--- src/rtl/fifo_capture_ctrl_if.sv ---
// fifo_capture_ctrl_if
//   Register-bus bundle between a bus master and fifo_capture_ctrl.
//   Request : sys_addr_i, sys_wdata_i, sys_sel_i, sys_wen_i, sys_ren_i
//   Response: sys_rdata_o, sys_ack_o, sys_err_o
//   The _i/_o suffixes are taken from the controller's point of view.
interface fifo_capture_ctrl_if;
  logic [31:0] sys_addr_i;
  logic [31:0] sys_wdata_i;
  logic [3:0]  sys_sel_i;
  logic        sys_wen_i;
  logic        sys_ren_i;
  logic [31:0] sys_rdata_o;
  logic        sys_ack_o;
  logic        sys_err_o;

  modport master (
    output sys_addr_i, sys_wdata_i, sys_sel_i, sys_wen_i, sys_ren_i,
    input  sys_rdata_o, sys_ack_o, sys_err_o
  );

  modport slave (
    input  sys_addr_i, sys_wdata_i, sys_sel_i, sys_wen_i, sys_ren_i,
    output sys_rdata_o, sys_ack_o, sys_err_o
  );
endinterface

--- src/rtl/fifo_capture_ctrl.sv ---
// fifo_capture_ctrl
//   Sequences a timestamp-capture FIFO: flushes FIFO and counter, writes one
//   sample every DIV+1 cycles until LEN words are stored or the FIFO fills,
//   and lets software pop words back out through DATA_HI/DATA_LO.
// Ports
//   sys_clk_i, sys_rst_i : clock, synchronous active-high reset
//   bus                  : register bus (slave modport)
//   fifo_rst_o, fifo_wr_en_o, fifo_rd_en_o : FIFO control
//   fifo_dout_i, fifo_full_i, fifo_empty_i : FIFO read data and flags
//   cnt_clr_o, cnt_en_o  : timestamp counter clear / enable
//
// state   | meaning
// IDLE    | waiting for start or pop
// FLUSH   | FIFO and counter held in reset for RST_CYCLES cycles
// CAPTURE | counter running, one FIFO write per divider strobe
// DONE    | capture finished (length reached or overflow)
// POP     | one-cycle wait for FIFO read data, then back to IDLE/DONE
module fifo_capture_ctrl #(
  parameter int RST_CYCLES = 4,
  parameter int CNT_W      = 32
) (
  input  logic               sys_clk_i,
  input  logic               sys_rst_i,
  fifo_capture_ctrl_if.slave bus,
  output logic               fifo_rst_o,
  output logic               fifo_wr_en_o,
  output logic               fifo_rd_en_o,
  input  logic [63:0]        fifo_dout_i,
  input  logic               fifo_full_i,
  input  logic               fifo_empty_i,
  output logic               cnt_clr_o,
  output logic               cnt_en_o
);

  typedef enum logic [2:0] {
    S_IDLE    = 3'd0,
    S_FLUSH   = 3'd1,
    S_CAPTURE = 3'd2,
    S_DONE    = 3'd3,
    S_POP     = 3'd4
  } state_t;

  localparam int FL_W = (RST_CYCLES > 1) ? $clog2(RST_CYCLES) : 1;
  localparam logic [FL_W-1:0]  FL_LOAD = FL_W'(RST_CYCLES - 1);
  localparam logic [CNT_W-1:0] ONE     = CNT_W'(1);

  localparam logic [19:0] A_CTRL   = 20'h00;
  localparam logic [19:0] A_LEN    = 20'h04;
  localparam logic [19:0] A_DIV    = 20'h08;
  localparam logic [19:0] A_STATUS = 20'h0C;
  localparam logic [19:0] A_POP    = 20'h10;
  localparam logic [19:0] A_CAPT   = 20'h14;
  localparam logic [19:0] A_DLO    = 20'h18;
  localparam logic [19:0] A_DHI    = 20'h1C;

  state_t            state, state_nxt, pop_ret;
  logic [FL_W-1:0]   flush_cnt;
  logic [CNT_W-1:0]  len_q, div_q, div_cnt, captured;
  logic [63:0]       data_q;
  logic              ovf_q, unf_q, dv_q;
  logic [31:0]       rdata_q, rd_mux;
  logic              ack_q;

  logic [19:0] addr;
  logic        addr_hit;
  logic        wr_ctrl, wr_len, wr_div, pop_req;
  logic        start_req, abort_req, clr_req;
  logic        strobe, pop_latch;
  logic        start_go, pop_go, unf_set, ovf_set, wr_go;
  logic [2:0]  state_bits;
  logic        unused_bits;

  assign addr       = bus.sys_addr_i[19:0];
  assign addr_hit   = (addr[19:5] == '0) && (addr[1:0] == 2'b00);
  assign wr_ctrl    = bus.sys_wen_i && (addr == A_CTRL);
  assign wr_len     = bus.sys_wen_i && (addr == A_LEN);
  assign wr_div     = bus.sys_wen_i && (addr == A_DIV);
  assign pop_req    = bus.sys_wen_i && (addr == A_POP);
  // abort wins over a start carried in the same CTRL write
  assign abort_req  = wr_ctrl && bus.sys_wdata_i[1];
  assign start_req  = wr_ctrl && bus.sys_wdata_i[0] && !bus.sys_wdata_i[1];
  assign clr_req    = wr_ctrl && bus.sys_wdata_i[2];
  // >= keeps the divider sane if DIV is lowered mid-capture
  assign strobe     = (state == S_CAPTURE) && (div_cnt >= div_q);
  assign pop_latch  = (state == S_POP);
  assign state_bits = state;
  assign unused_bits = ^{bus.sys_sel_i, bus.sys_addr_i[31:20]};

  always_comb begin
    state_nxt = state;
    start_go  = 1'b0;
    pop_go    = 1'b0;
    unf_set   = 1'b0;
    ovf_set   = 1'b0;
    wr_go     = 1'b0;
    case (state)
      S_IDLE, S_DONE: begin
        if (start_req) begin
          state_nxt = S_FLUSH;
          start_go  = 1'b1;
        end else if (pop_req) begin
          if (fifo_empty_i) begin
            unf_set = 1'b1;
          end else begin
            pop_go    = 1'b1;
            state_nxt = S_POP;
          end
        end
      end
      S_FLUSH: begin
        if (flush_cnt == '0) state_nxt = (len_q == '0) ? S_DONE : S_CAPTURE;
      end
      S_CAPTURE: begin
        if (captured >= len_q) begin
          state_nxt = S_DONE;
        end else if (strobe) begin
          if (fifo_full_i) begin
            ovf_set   = 1'b1;
            state_nxt = S_DONE;
          end else begin
            wr_go = 1'b1;
            if ((captured + ONE) == len_q) state_nxt = S_DONE;
          end
        end
      end
      S_POP:   state_nxt = pop_ret;
      default: state_nxt = S_IDLE;
    endcase
    if (abort_req) begin
      state_nxt = S_IDLE;
      pop_go    = 1'b0;
      unf_set   = 1'b0;
      ovf_set   = 1'b0;
      wr_go     = 1'b0;
    end
  end

  always_comb begin
    rd_mux = '1;
    case (addr)
      A_CTRL, A_POP: rd_mux = '0;
      A_LEN:         rd_mux = 32'(len_q);
      A_DIV:         rd_mux = 32'(div_q);
      A_STATUS:      rd_mux = {23'h0, dv_q, unf_q, ovf_q, fifo_empty_i,
                               fifo_full_i, 1'b0, state_bits};
      A_CAPT:        rd_mux = 32'(captured);
      A_DLO:         rd_mux = data_q[31:0];
      A_DHI:         rd_mux = data_q[63:32];
      default:       rd_mux = '1;
    endcase
  end

  always_ff @(posedge sys_clk_i) begin
    if (sys_rst_i) begin
      state     <= S_IDLE;
      pop_ret   <= S_IDLE;
      flush_cnt <= '0;
      len_q     <= '0;
      div_q     <= '0;
      div_cnt   <= '0;
      captured  <= '0;
      data_q    <= '0;
      ovf_q     <= 1'b0;
      unf_q     <= 1'b0;
      dv_q      <= 1'b0;
      ack_q     <= 1'b0;
      rdata_q   <= '0;
    end else begin
      state <= state_nxt;
      if (pop_go) pop_ret <= state;
      if (start_go)                                  flush_cnt <= FL_LOAD;
      else if (state == S_FLUSH && flush_cnt != '0)  flush_cnt <= flush_cnt - FL_W'(1);
      if (start_go)                div_cnt <= '0;
      else if (state == S_CAPTURE) div_cnt <= strobe ? '0 : div_cnt + ONE;
      if (start_go)                      captured <= '0;
      else if (wr_go && captured != '1)  captured <= captured + ONE;
      if (wr_len) len_q <= CNT_W'(bus.sys_wdata_i);
      if (wr_div) div_q <= CNT_W'(bus.sys_wdata_i);
      if (pop_latch) data_q <= fifo_dout_i;
      // a set event in the same cycle as clear leaves the flag set
      ovf_q <= (ovf_q & ~clr_req) | ovf_set;
      unf_q <= (unf_q & ~clr_req) | unf_set;
      dv_q  <= (dv_q & ~clr_req & ~start_go) | pop_latch;
      ack_q <= bus.sys_wen_i | bus.sys_ren_i;
      if (bus.sys_ren_i) rdata_q <= addr_hit ? rd_mux : '1;
    end
  end

  assign fifo_rst_o   = (state == S_FLUSH);
  assign cnt_clr_o    = (state == S_FLUSH);
  assign cnt_en_o     = (state == S_CAPTURE);
  assign fifo_wr_en_o = wr_go  & ~sys_rst_i;
  assign fifo_rd_en_o = pop_go & ~sys_rst_i;

  assign bus.sys_rdata_o = rdata_q;
  assign bus.sys_ack_o   = ack_q;
  assign bus.sys_err_o   = 1'b0;

endmodule

--- src/flat_wrapper.sv ---
// flat-port wrapper written by rule: the top's interface ports become plain ports
module fifo_capture_ctrl_flat 
#(
  parameter int RST_CYCLES = 4,
  parameter int CNT_W      = 32
)
  (sys_clk_i, sys_rst_i, fifo_rst_o, fifo_wr_en_o, fifo_rd_en_o, fifo_dout_i, fifo_full_i, fifo_empty_i, cnt_clr_o, cnt_en_o, bus_sys_addr_i, bus_sys_wdata_i, bus_sys_sel_i, bus_sys_wen_i, bus_sys_ren_i, bus_sys_rdata_o, bus_sys_ack_o, bus_sys_err_o);
  fifo_capture_ctrl_if bus_i ();
  input  logic sys_clk_i;
  input  logic sys_rst_i;
  output logic fifo_rst_o;
  output logic fifo_wr_en_o;
  output logic fifo_rd_en_o;
  input  logic [63:0] fifo_dout_i;
  input  logic fifo_full_i;
  input  logic fifo_empty_i;
  output logic cnt_clr_o;
  output logic cnt_en_o;
  input wire logic [$bits(bus_i.sys_addr_i)-1:0] bus_sys_addr_i;
  input wire logic [$bits(bus_i.sys_wdata_i)-1:0] bus_sys_wdata_i;
  input wire logic [$bits(bus_i.sys_sel_i)-1:0] bus_sys_sel_i;
  input wire logic [$bits(bus_i.sys_wen_i)-1:0] bus_sys_wen_i;
  input wire logic [$bits(bus_i.sys_ren_i)-1:0] bus_sys_ren_i;
  output wire logic [$bits(bus_i.sys_rdata_o)-1:0] bus_sys_rdata_o;
  output wire logic [$bits(bus_i.sys_ack_o)-1:0] bus_sys_ack_o;
  output wire logic [$bits(bus_i.sys_err_o)-1:0] bus_sys_err_o;
  assign bus_i.sys_addr_i = bus_sys_addr_i;
  assign bus_i.sys_wdata_i = bus_sys_wdata_i;
  assign bus_i.sys_sel_i = bus_sys_sel_i;
  assign bus_i.sys_wen_i = bus_sys_wen_i;
  assign bus_i.sys_ren_i = bus_sys_ren_i;
  assign bus_sys_rdata_o = bus_i.sys_rdata_o;
  assign bus_sys_ack_o = bus_i.sys_ack_o;
  assign bus_sys_err_o = bus_i.sys_err_o;
  fifo_capture_ctrl #(.RST_CYCLES(RST_CYCLES), .CNT_W(CNT_W)) u_core (.sys_clk_i(sys_clk_i), .sys_rst_i(sys_rst_i), .bus(bus_i), .fifo_rst_o(fifo_rst_o), .fifo_wr_en_o(fifo_wr_en_o), .fifo_rd_en_o(fifo_rd_en_o), .fifo_dout_i(fifo_dout_i), .fifo_full_i(fifo_full_i), .fifo_empty_i(fifo_empty_i), .cnt_clr_o(cnt_clr_o), .cnt_en_o(cnt_en_o));
endmodule
--- config.mk ---
export PLATFORM = sky130hd
export DESIGN_NAME = fifo_capture_ctrl_flat
export DESIGN_NICKNAME = d
export VERILOG_FILES = /design/src/rtl/fifo_capture_ctrl_if.sv /design/src/rtl/fifo_capture_ctrl.sv /design/src/flat_wrapper.sv
export SDC_FILE = /design/constraint.sdc
export NUM_CORES = 1
export LEC_CHECK = 0
export CORE_UTILIZATION = 40
export DETAILED_ROUTE_END_ITERATION = 10
export PLACE_DENSITY = 0.62
export SKIP_CTS_REPAIR_TIMING = 1
export SYNTH_ARGS = -nofsm -noshare
export SYNTH_HDL_FRONTEND = slang
export SYNTH_SLANG_ARGS = --single-unit
export TNS_END_PERCENT = 5
--- constraint.sdc ---
create_clock -name sys_clk_i -period 5.6 [get_ports sys_clk_i]
set_clock_uncertainty 0.15 [all_clocks]
set_input_delay 0.56 -clock sys_clk_i [delete_from_list [all_inputs] [get_ports sys_clk_i]]
set_output_delay 0.56 -clock sys_clk_i [all_outputs]
set_load 0.005 [all_outputs]
; Word level (Yosys, flattened, before mapping)
; Cells that the tools add are included.
[word_totals]
reg_bits = 236
input_bits = 138
output_inout_bits = 39
elab_cells = 112
[classes]
addsub = 3
n_lt_le_gt_ge = 2
eq_ne = 18
n_mux = 37
n_bitwise = 13
reduce_logical = 26
[ops]
columns = op, n
row1 = one-hot mux 32 bit (7 select lines), 1
row2 = == test 20 x 5 -> 1 bit (second input constant), 4
row3 = adder 32 x 1 -> 32 bit (second input constant), 2
row4 = >= comparator 32 bit, 2
row5 = 2-to-1 mux 32 bit, 2
row6 = == test 20 x 4 -> 1 bit (second input constant), 2
row7 = == test 32 bit, 1
row8 = zero test 32 bit, 1
row9 = inequality test 32 bit (second input constant), 1
row10 = 2-to-1 mux 3 bit, 8
row11 = 2-to-1 mux 1 bit, 23
row12 = == test 20 x 3 -> 1 bit (second input constant), 1
row13 = zero test 20 bit, 1
row14 = zero test 15 bit, 1
row15 = logical AND 1 bit, 12
row16 = one-hot mux 3 bit (4 select lines), 1
row17 = OR reduction 2 bit, 4
row18 = bitwise AND 1 bit, 6
row19 = == test 3 x 2 -> 1 bit (second input constant), 2
row20 = inequality test 3 x 1 -> 1 bit (second input constant), 2
row21 = AND reduction 5 bit, 1
row22 = zero test 2 bit, 2
row23 = 2-to-1 mux 2 bit, 2
row24 = inequality test 4 x 2 -> 1 bit (second input constant), 1
row25 = other kinds (10), 16

; Longest topological paths before layout
; Gate-level depths: netlist of the first run.
[depth]
ltp_word = 9
depth_mapped = 15
ltp_nobuf = 12

; Least setup slack after synthesis of the first run
; Ideal clock, no wire load.
[synth_timing]
path_type = reg2reg
start = register u_core.captured[12]
end = register u_core.state[1]
setup_time_ns = 0.120
t_arrival_ns = 3.122
required_time_ns = 5.330
path_slack_ns = 2.208
stages_incl_launch_ff = 13
path_buffers = 2
period_less_slack_ns = 3.392
path_cell_list = dfxtp_1 > clkbuf_1 > nand3_1 > or4_1 > buf_2 > or3_1 > xnor2_1 > or4b_2 > nor3_2 > a41oi_1 > o22ai_2 > mux2i_1 > a21oi_1
[synth_between]
elab_chain_len = 4
word_cells_on_any_way = 8
classes_between = 1 x add/sub / 1 x order compare / 3 x eq/ne / 2 x mux / 1 x reduce/logical
[synth_lines]
columns = item, line
row1 = from (decl), fifo_capture_ctrl.sv:58  ; logic [CNT_W-1:0] len_q, div_q, div_cnt, captured;
row2 = from (signal assigned), fifo_capture_ctrl.sv:176  ; else if (wr_go && captured != '1) captured <= captured + ONE;
row3 = adder 32 x 1 -> 32 bit, fifo_capture_ctrl.sv:122  ; if ((captured + ONE) == len_q) state_nxt = S_DONE;
row4 = == test 32 bit, fifo_capture_ctrl.sv:122
row5 = inequality test 4 x 2 -> 1 bit (no line), -
row6 = AND reduction 5 bit (no line), -
row7 = to (signal assigned), fifo_capture_ctrl.sv:169  ; state <= state_nxt;
row8 = to (decl), fifo_capture_ctrl.sv:56  ; state_t state, state_nxt, pop_ret;
; Several ways; a longest one is shown, not always the timed one.
; A chain may end at the register's enable or synchronous reset.

; Worst setup path after layout of the first run
[layout_timing]
start = register u_core.len_q[0]
end = output fifo_wr_en_o
[layout_between]
elab_chain_len = 5
[layout_lines]
columns = item, line
row1 = from (decl), fifo_capture_ctrl.sv:58
row2 = from (signal assigned), fifo_capture_ctrl.sv:177  ; if (wr_len) len_q <= CNT_W'(bus.sys_wdata_i);
row3 = >= comparator 32 bit, fifo_capture_ctrl.sv:114  ; if (captured >= len_q) begin
row4 = 2-to-1 mux 1 bit, fifo_capture_ctrl.sv:114
row5 = 2-to-1 mux 1 bit, fifo_capture_ctrl.sv:96  ; case (state)
row6 = 2-to-1 mux 1 bit, fifo_capture_ctrl.sv:129  ; if (abort_req) begin
row7 = bitwise AND 1 bit, fifo_capture_ctrl.sv:192  ; assign fifo_wr_en_o = wr_go & ~sys_rst_i;
row8 = to (decl), flat_wrapper.sv:12  ; output logic fifo_wr_en_o;
; Every way passes these cells.

==> results of run 1 <==
[path summary, 6_finish.rpt]
check / startpoint / to / depth (start not counted)
max: u_core.len_q[0] / fifo_wr_en_o / 10
min: u_core.data_q[0] / u_core.data_q[0] / 2
max reg2reg: u_core.captured[8] / u_core.state[1] / 10
min reg2reg: u_core.data_q[0] / u_core.data_q[0] / 2
[per-stage QoR]
stage / total power (W) / area, µm² / std cells / hold WS [ns]
2_1_floorplan: 0.002297 / 12500 / 1646 / 0.2813
3_3_place_gp: 0.002586 / 14320 / 2108 / 0.2919
3_5_place_dp: 0.002589 / 14320 / 2108 / 0.2967
4_1_cts: 0.004372 / 15200 / 2151 / 0.3049
5_1_grt: 0.004534 / 15200 / 2151 / 0.3180
6_report: 0.004341 / 15200 / 2151 / 0.3038
[state kept, by name, summed over array words and instances (netlist names), 2 cells and up]
name / count
u_core.data_q: 64
u_core.bus.sys_rdata_o: 32
u_core.captured: 32
u_core.div_cnt: 32
u_core.div_q: 32
u_core.len_q: 32
u_core.pop_ret: 3
u_core.state: 3
u_core.flush_cnt: 2
[power groups by stage]
| stage | registers, W | logic [W] | clock network (W) |
|---|---|---|---|
| 2_1_floorplan | 0.00189 | 0.000410 | 0 |
| 3_3_place_gp | 0.00191 | 0.000680 | 0 |
| 3_5_place_dp | 0.00191 | 0.000681 | 0 |
| 4_1_cts | 0.00187 | 0.000685 | 0.00182 |
| 5_1_grt | 0.00189 | 0.000762 | 0.00189 |
| 6_report | 0.00187 | 0.000684 | 0.00178 |
[routing by layer]
layer	global-route usage [%]	vias to the layer above	routed length (µm)
met5	0	-	13
met4	7.945	2	1187
met3	3.520	75	2265
met2	40.67	385	18260
met1	32.10	5594	17240
li1	-	5867	-
[worst register-to-register path: cells and delay by family (launching register included)]
kind,cells,cell delay (ns)
AO/OA/AOI/OAI,3,0.63
AND/OR/NAND/NOR,5,2.50
flip-flops,1,0.55
multiplexers,1,0.22
XOR/XNOR,1,0.15
[Yosys cell counts (all sizes together) (4+ instances only)]
master	instances
o211ai	6
xor2	54
nand4	30
or4	5
a221oi	32
nor2b	6
nor3b	6
or3	11
ha	67
nand3	49
a222oi	8
a21o	18
a22oi	25
inv	74
a31oi	5
nand2	348
and4	5
nand2b	12
a21oi	197
dfxtp	236
xnor2	42
buf	16
a211oi	9
and3	15
nor3	61
mux2i	4
nor2	125
clkbuf	95
and2	5
o21ai	25
nor4	21
[final cells by class]
class / instances / area (µm²) / area share (%)
Clock buffer: 36 / 779.5 / 5.127
Clock inverter: 7 / 110.1 / 0.7242
Inverter: 75 / 281.5 / 1.852
Multi-Input combinational cell: 1224 / 7089 / 46.63
Sequential cell: 236 / 4725 / 31.07
Tap cell: 396 / 495.5 / 3.259
Timing Repair Buffer: 177 / 1724 / 11.34
[kinds of logic after synthesis]
group | count (synthesis)
mux | 4
compound gates | 346
buf+inv | 186
flops | 236
simple gates | 710
fa+ha+maj | 67
xor+xnor | 96
other cells | 1
==> flow_metrics.env, run 1 <==
export IMPL_status="finished clean"
export IMPL_p_sw_share_pct=27.11
export IMPL_nets=1945
export IMPL_final_common_cell="nand2_1"
export IMPL_syn_instance_count=1646
export IMPL_row_count=64
export IMPL_area_delta_synth_final_pct=21.62
export IMPL_setup_viol=0
export IMPL_maxSlewViolCount=0
export IMPL_clock_power_share_pct=41.1
export IMPL_async_reset_ff_share_pct=0
export IMPL_critical_path_top_delay_family="compound AO/OA/AOI/OAI gates"
export IMPL_synth_seq_area_share_pct=37.79
export IMPL_fin_crit_sh_pct=81.93
export IMPL_h_tree_depth=1
export IMPL_peakVddDrop_mv=0.2573
export IMPL_antenna_cells=0
export IMPL_grt_pass1_wl_um=61200
export IMPL_clock_path_buffers=3
export IMPL_drv_cap=0
export IMPL_drc_errors=0
export IMPL_synth_xor_area_share_pct=6.725
export IMPL_synth_nets=1851
export IMPL_wire_per_inst_um=18.12
export IMPL_drtIter0Drc=1004
export IMPL_synthesis_area_um2=12500
export IMPL_tightestPinTransition_ns=1.163
export IMPL_slew_headroom_pct=22.28
export IMPL_synth_area_per_cell_um2=7.595
export IMPL_timing_setup_tns_ns=0
export IMPL_finalWirelength_um=38970
export IMPL_hp_class="flip-flop to flip-flop"
export IMPL_synth_compound_area_share_pct=17.07
export IMPL_antenna_left=0
export IMPL_seqPwrFrac_pct=43.1
export IMPL_vias=11920
export IMPL_synth_area_leaders="dfxtp_1 (38%), nand2_1 (10%), a21oi_1 (7.9%)"
export IMPL_clk_root_buffer_cell="clkbuf_16"
export IMPL_clk_pin_slew_ns=0.07
export IMPL_antenna_found_initial=1
export IMPL_critPathBufInv=1
export IMPL_power_per_cell_area_nw_per_um2=285.5
export IMPL_final_cell_mix="nand2_1 (347), dfxtp_1 (236), a21oi_1 (197), clkdlybuf4s50_1 (158), nor2_1 (124)"
export IMPL_p_leak_nw=5.444
export IMPL_crit_required_ns=4.89
export IMPL_dieArea_um2=31970
export IMPL_cpMaxStageDelayCell="clkdlybuf4s50_1"
export IMPL_gp_congestion=0.9361
export IMPL_ys_flop_type="dfxtp_1"
export IMPL_hold_viol=0
export IMPL_ys_seq_elements=236
export IMPL_yosysWarnings=0
export IMPL_pwr_share_comb_pct=15.8
export IMPL_boundaryPins=177
export IMPL_post_route_util_pct=49.58
export IMPL_synth_mux_area_share_pct=0.3203
export IMPL_cts_tree="done"
export IMPL_avgViaCountPerCell=5.543
export IMPL_yosysTopAreaCell="dfxtp_1"
export IMPL_slowest_delay_ns=0.53
export IMPL_min_period_ns=4.588
export IMPL_firstDrtPassIters=6
export IMPL_r2r_slack_ns=1.28
export IMPL_drive_gt1_share_pct=4.615
export IMPL_critPathMaxFanout=4
export IMPL_synthSimpleGateAreaFrac_pct=25.61
export IMPL_core_um2=30670
export IMPL_endpoint_kind="output pin"
export IMPL_dp_worst_setup_slack_ns=1.370
export IMPL_initial_utilization_pct=40.76
export IMPL_crit_arrival_ns=3.88
export IMPL_numPortBuffers=159
export IMPL_fmax_mhz=218.0
export IMPL_grt_max_degree=99
export IMPL_cts_sinks=236
export IMPL_grt_pass1_vias=11310
export IMPL_die_h_um=178.8
export IMPL_yosysTopAreaCellShare_pct=37.79
export IMPL_worst_slack_ns=1.012
export IMPL_p_sw_w=0.001177
export IMPL_synth_fa_ha_area_share_pct=6.705
export IMPL_track_usage_pct=24.38
export IMPL_synth_top_family_by_area="simple AND/OR/NAND/NOR gates"
export IMPL_insertion_delay_ns=0.54
export IMPL_gr_total_overflow=0
export IMPL_ys_types=60
export IMPL_hpwl_um=28730
export IMPL_nFillCells=2998
export IMPL_synth_edf_count=0
export IMPL_die_w_um=178.8
export IMPL_p_int_w=0.003164
export IMPL_crit_type="flip-flop to output pin"
export IMPL_rsz0062_at_grt="no"
export IMPL_start_kind="flip-flop"
export IMPL_crit_chain="ha_1, nand2b_1, a21o_1, a211o_1, a21oi_1, o22ai_1, a31oi_1, and4b_1, nor2b_1, clkdlybuf4s50_1"
export IMPL_cts_buffers=26
Power figures use the tool's default switching activity.
==> inputs of run 2 (changes only) <==
clock period = 4.7 ns   (was 5.6 ns; I/O delays follow)
==> flow_metrics.env, run 2 (synthesis gave the netlist of run 1 again) <==
export IMPL_status="finished clean"
export IMPL_cts_buffers=27
export IMPL_clock_path_buffers=3
export IMPL_row_count=64
export IMPL_dpl_instance_area_um2=14360
export IMPL_slowest_delay_ns=0.52
export IMPL_core_um2=30670
export IMPL_grt_max_degree=105
export IMPL_grt_pass1_vias=11250
export IMPL_drive_gt1_share_pct=4.986
export IMPL_maxSlewViolCount=0
export IMPL_fin_crit_sh_pct=95.10
export IMPL_start_kind="flip-flop"
export IMPL_reg2regPathDepth=12
export IMPL_area_delta_synth_final_pct=22.09
export IMPL_regMostFlops="u_core.data_q"
export IMPL_final_common_cell="nand2_1"
export IMPL_critPathMaxFanout=6
export IMPL_power_per_cell_area_nw_per_um2=341.6
export IMPL_fmax_mhz=223.7
export IMPL_antenna_cells=0
export IMPL_antenna_found_initial=0
export IMPL_clk_pin_slew_ns=0.06
export IMPL_initial_utilization_pct=40.76
export IMPL_cts_sinks=236
export IMPL_crit_required_ns=4.08
export IMPL_worst_hold_path_num_cells=2
export IMPL_crit_type="flip-flop to output pin"
export IMPL_hold_end="u_core.data_q[56]"
export IMPL_hp_class="flip-flop to flip-flop"
export IMPL_antenna_left=0
export IMPL_clk_root_buffer_cell="clkbuf_16"
export IMPL_r2r_end="u_core.state[1]"
export IMPL_timing_setup_tns_ns=0
export IMPL_tightestPinTransition_ns=1.189
export IMPL_hpwl_um=29110
export IMPL_met1_length_um=17520
export IMPL_crit_chain="inv_1, ha_1, nand2b_1, a21o_1, a211o_1, a21oi_1, o22ai_1, a31oi_1, and4b_1, nor2b_1, clkdlybuf4s50_1"
export IMPL_numPortBuffers=159
export IMPL_die_h_um=178.8
export IMPL_endpoint_kind="output pin"
export IMPL_insertion_delay_ns=0.54
export IMPL_p_leak_nw=5.474
export IMPL_fin_area_um2=15260
export IMPL_crit_arrival_ns=3.85
export IMPL_vias=12010
export IMPL_h_tree_depth=1
export IMPL_cpMaxStageDelayCell="clkdlybuf4s50_1"
export IMPL_slew_headroom_pct=20.51
export IMPL_wl_met2_um=19090
export IMPL_min_period_ns=4.470
export IMPL_topRoutingLayerUsed="met4"
export IMPL_wl_met3_um=2443
export IMPL_largest_reg_flops=64
export IMPL_grt_pass1_wl_um=62110
export IMPL_peakVddDrop_mv=0.4053
export IMPL_firstDrtPassIters=5
export IMPL_rsz0062_at_grt="no"
export IMPL_r2r_slack_ns=0.71
export IMPL_min_delay_start="u_core.data_q[56]"
export IMPL_boundaryPins=177
export IMPL_gp_congestion=0.9212
export IMPL_finalWirelength_um=40180
export IMPL_dieArea_um2=31970
export IMPL_hold_viol=0
export IMPL_drv_cap=0
export IMPL_gr_total_overflow=0
export IMPL_setup_viol=0
export IMPL_r2r_start="u_core.captured[1]"
export IMPL_final_cell_mix="nand2_1 (347), dfxtp_1 (236), a21oi_1 (197), clkdlybuf4s50_1 (158), nor2_1 (124)"
export IMPL_track_usage_pct=24.91
export IMPL_drc_errors=0
export IMPL_cts_tree="done"
export IMPL_wire_per_inst_um=18.59
export IMPL_nets=1952
export IMPL_die_w_um=178.8
export IMPL_avgViaCountPerCell=5.558
export IMPL_drtIter0Drc=977
-- run 2: cell type report --
cell class | count | area (µm²)
inverter | 75 | 281.5
clock buffer | 38 | 777.0
multi-input combinational | 1224 | 7089
fill | 3018 | 15410
clock inverter | 9 | 126.4
tap | 396 | 495.5
sequential | 236 | 4725
timing repair buffer | 183 | 1769
-- run 2: per-stage QoR --
stage	setup slack, ns	std cells	hold slack (ns)	util (%)	total power, W
5_1_grt	0.1008	2161	0.3177	49.77	0.005434
4_1_cts	0.2542	2161	0.3051	49.77	0.005250
6_report	0.2303	2161	0.3033	49.77	0.005214
3_5_place_dp	0.8396	2114	0.2967	46.82	0.003094
3_3_place_gp	0.9007	2114	0.2931	46.82	0.003081
2_1_floorplan	1.308	1646	0.2813	-	0.002737
-- run 2: worst max-delay path by stage --
stage,cells after the start,endpoint,start
floorplan,12,u_core.state[1],u_core.captured[12]
global placement,10,u_core.state[1],u_core.captured[13]
detailed placement,11,fifo_wr_en_o,u_core.captured[0]
CTS,11,fifo_wr_en_o,u_core.captured[0]
global route,11,fifo_wr_en_o,u_core.captured[0]
finish,11,fifo_wr_en_o,u_core.captured[0]
-- run 2: worst max-delay path: cells and delay by family (launching register included) --
family	cells	cell delay, ns
adders and majority gates	1	0.31
buffers and inverters	2	0.64
and+or+nand+nor	3	0.62
DFF	1	0.48
AOI/OAI and AO/OA	5	1.25
-- run 2: report_power, final --
group	switching [W]	internal (W)	leakage (nW)
registers	0.0000910	0.00214	1.92
logic	0.000496	0.000327	3.11
clock network	0.000852	0.00131	0.444
total	0.00144	0.00378	5.47
-- run 2: metal layers --
| metal | vias to the layer above | GRT usage, % |
|---|---|---|
| met2 | 374 | 41.94 |
| met3 | 69 | 3.456 |
| li1 | 5877 | - |
| met1 | 5690 | 32.80 |
| met4 | 0 | 7.521 |
| met5 | - | 0 |
==> inputs of run 3 (changes only) <==
ABC_CLOCK_PERIOD_IN_PS = 4700   (was unset)
CTS_CLUSTER_SIZE = 10   (was unset)
SKIP_CTS_REPAIR_TIMING = unset   (was 1)
==> flow_metrics.env, run 3 (synthesis gave the netlist of run 1 again) <==
export IMPL_maxSlewViolCount=0
export IMPL_boundaryPins=177
export IMPL_cts_buffers=28
export IMPL_drive_gt1_share_pct=4.501
export IMPL_drtIter0Drc=962
export IMPL_setup_viol=0
export IMPL_status="finished clean"
export IMPL_cpMaxStageDelayCell="clkdlybuf4s50_1"
export IMPL_die_h_um=178.8
export IMPL_critPathBufInv=2
export IMPL_post_cts_setup_buffers=0
export IMPL_hold_viol=0
export IMPL_vias=12000
export IMPL_nFillCells=3035
export IMPL_antenna_cells=0
export IMPL_register_area_um2=4725
export IMPL_finalPower_w=0.004990
export IMPL_r2r_slack_ns=0.71
export IMPL_grt_pass1_vias=11320
export IMPL_nets=1953
export IMPL_dieArea_um2=31970
export IMPL_fin_crit_sh_pct=94.56
export IMPL_min_period_ns=4.445
export IMPL_crit_required_ns=4.08
export IMPL_area_delta_synth_final_pct=21.09
export IMPL_power_per_cell_area_nw_per_um2=329.6
export IMPL_largest_reg_flops=64
export IMPL_timing_setup_tns_ns=0
export IMPL_final_common_cell="nand2_1"
export IMPL_grt_max_degree=105
export IMPL_wire_per_inst_um=18.66
export IMPL_hpwl_um=29110
export IMPL_firstDrtPassIters=6
export IMPL_peakVddDrop_mv=0.4038
export IMPL_gp_congestion=0.9212
export IMPL_multiInputGateArea_um2=7089
export IMPL_final_cell_mix="nand2_1 (347), dfxtp_1 (236), a21oi_1 (197), clkdlybuf4s50_1 (158), nor2_1 (124)"
export IMPL_numPortBuffers=159
export IMPL_fmax_mhz=225.0
export IMPL_slowest_delay_ns=0.52
export IMPL_antenna_found_initial=0
export IMPL_postCtsHoldBufs=0
export IMPL_track_usage_pct=24.92
export IMPL_avgViaCountPerCell=5.578
export IMPL_slew_headroom_pct=20.48
export IMPL_p_leak_nw=5.414
export IMPL_drc_errors=0
export IMPL_cts_resized_gates=0
export IMPL_drv_cap=0
export IMPL_rsz0062_at_grt="no"
export IMPL_cts_sinks=236
export IMPL_hp_class="flip-flop to flip-flop"
export IMPL_clk_root_buffer_cell="clkbuf_16"
export IMPL_finalWirelength_um=40130
export IMPL_insertion_delay_ns=0.54
export IMPL_cts_tree="done"
export IMPL_critPathMaxFanout=6
export IMPL_clk_pin_slew_ns=0.05
export IMPL_row_count=64
export IMPL_core_um2=30670
export IMPL_antenna_left=0
export IMPL_tightestPinTransition_ns=1.190
export IMPL_crit_chain="inv_1, ha_1, nand2b_1, a21o_1, a211o_1, a21oi_1, o22ai_1, a31oi_1, and4b_1, nor2b_1, clkdlybuf4s50_1"
export IMPL_initial_utilization_pct=40.76
export IMPL_endpoint_kind="output pin"
export IMPL_start_kind="flip-flop"
export IMPL_critical_path_top_delay_family="compound AO/OA/AOI/OAI gates"
export IMPL_h_tree_depth=1
export IMPL_post_route_util_pct=49.36
export IMPL_crit_type="flip-flop to output pin"
export IMPL_crit_arrival_ns=3.82
export IMPL_die_w_um=178.8
export IMPL_regMostFlops="u_core.data_q"
export IMPL_clock_path_buffers=3
export IMPL_gr_total_overflow=0
export IMPL_fin_hold_ws_ns=0.3036
export IMPL_grt_pass1_wl_um=62270
==> run 3: changes by cell type in the layout (fill, tap and decap cells not counted), sizes merged <==
cell,change
bufinv,-3
clkbuf,-3
clkinv,-3
clkinvlp,-1
==> run 3: cell type report <==
type                    instances  share of cell area [%]
clock buffers                  35                   5.075
clock inverters                 2                 0.06612
inverters                      75                   1.860
multi-input cells            1224                   46.83
flip-flops and latches        236                   31.21
well taps                     396                   3.273
repair buffers                183                   11.69
==> run 3: through the flow <==
stage | area, µm² | setup slack (ns) | cells
finish | 15140 | 0.2555 | 2151
global route | 15140 | 0.09982 | 2151
CTS | 15140 | 0.2470 | 2151
detailed placement | 14360 | 0.8396 | 2114
global placement | 14360 | 0.9007 | 2114
floorplan | 12500 | 1.308 | 1646
==> run 3: worst paths after layout <==
check / depth (start not counted) / startpoint / end
max reg2reg: 12 / u_core.captured[1] / u_core.state[1]
min: 2 / u_core.data_q[50] / u_core.data_q[50]
max: 11 / u_core.captured[0] / fifo_wr_en_o
min reg2reg: 2 / u_core.data_q[50] / u_core.data_q[50]
==> run 3: power breakdown <==
group,internal [W],switching (W),leakage [nW],total [W]
clock network,0.00112,0.000815,0.384,0.00194
registers,0.00214,0.0000914,1.92,0.00223
logic,0.000327,0.000494,3.11,0.000820
==> run 3: worst min-delay path: stages (launching register included) <==
cell     delay (ns)
dfxtp_1        0.31
nand2_1        0.05
a21oi_1        0.05
==> run 3: layer usage <==
layer,GRT usage (%),wire (µm),vias up
met5,0,0,-
met4,7.874,1215,0
met3,3.308,2572,71
met2,41.96,19090,398
met1,32.77,17250,5661
li1,-,-,5868
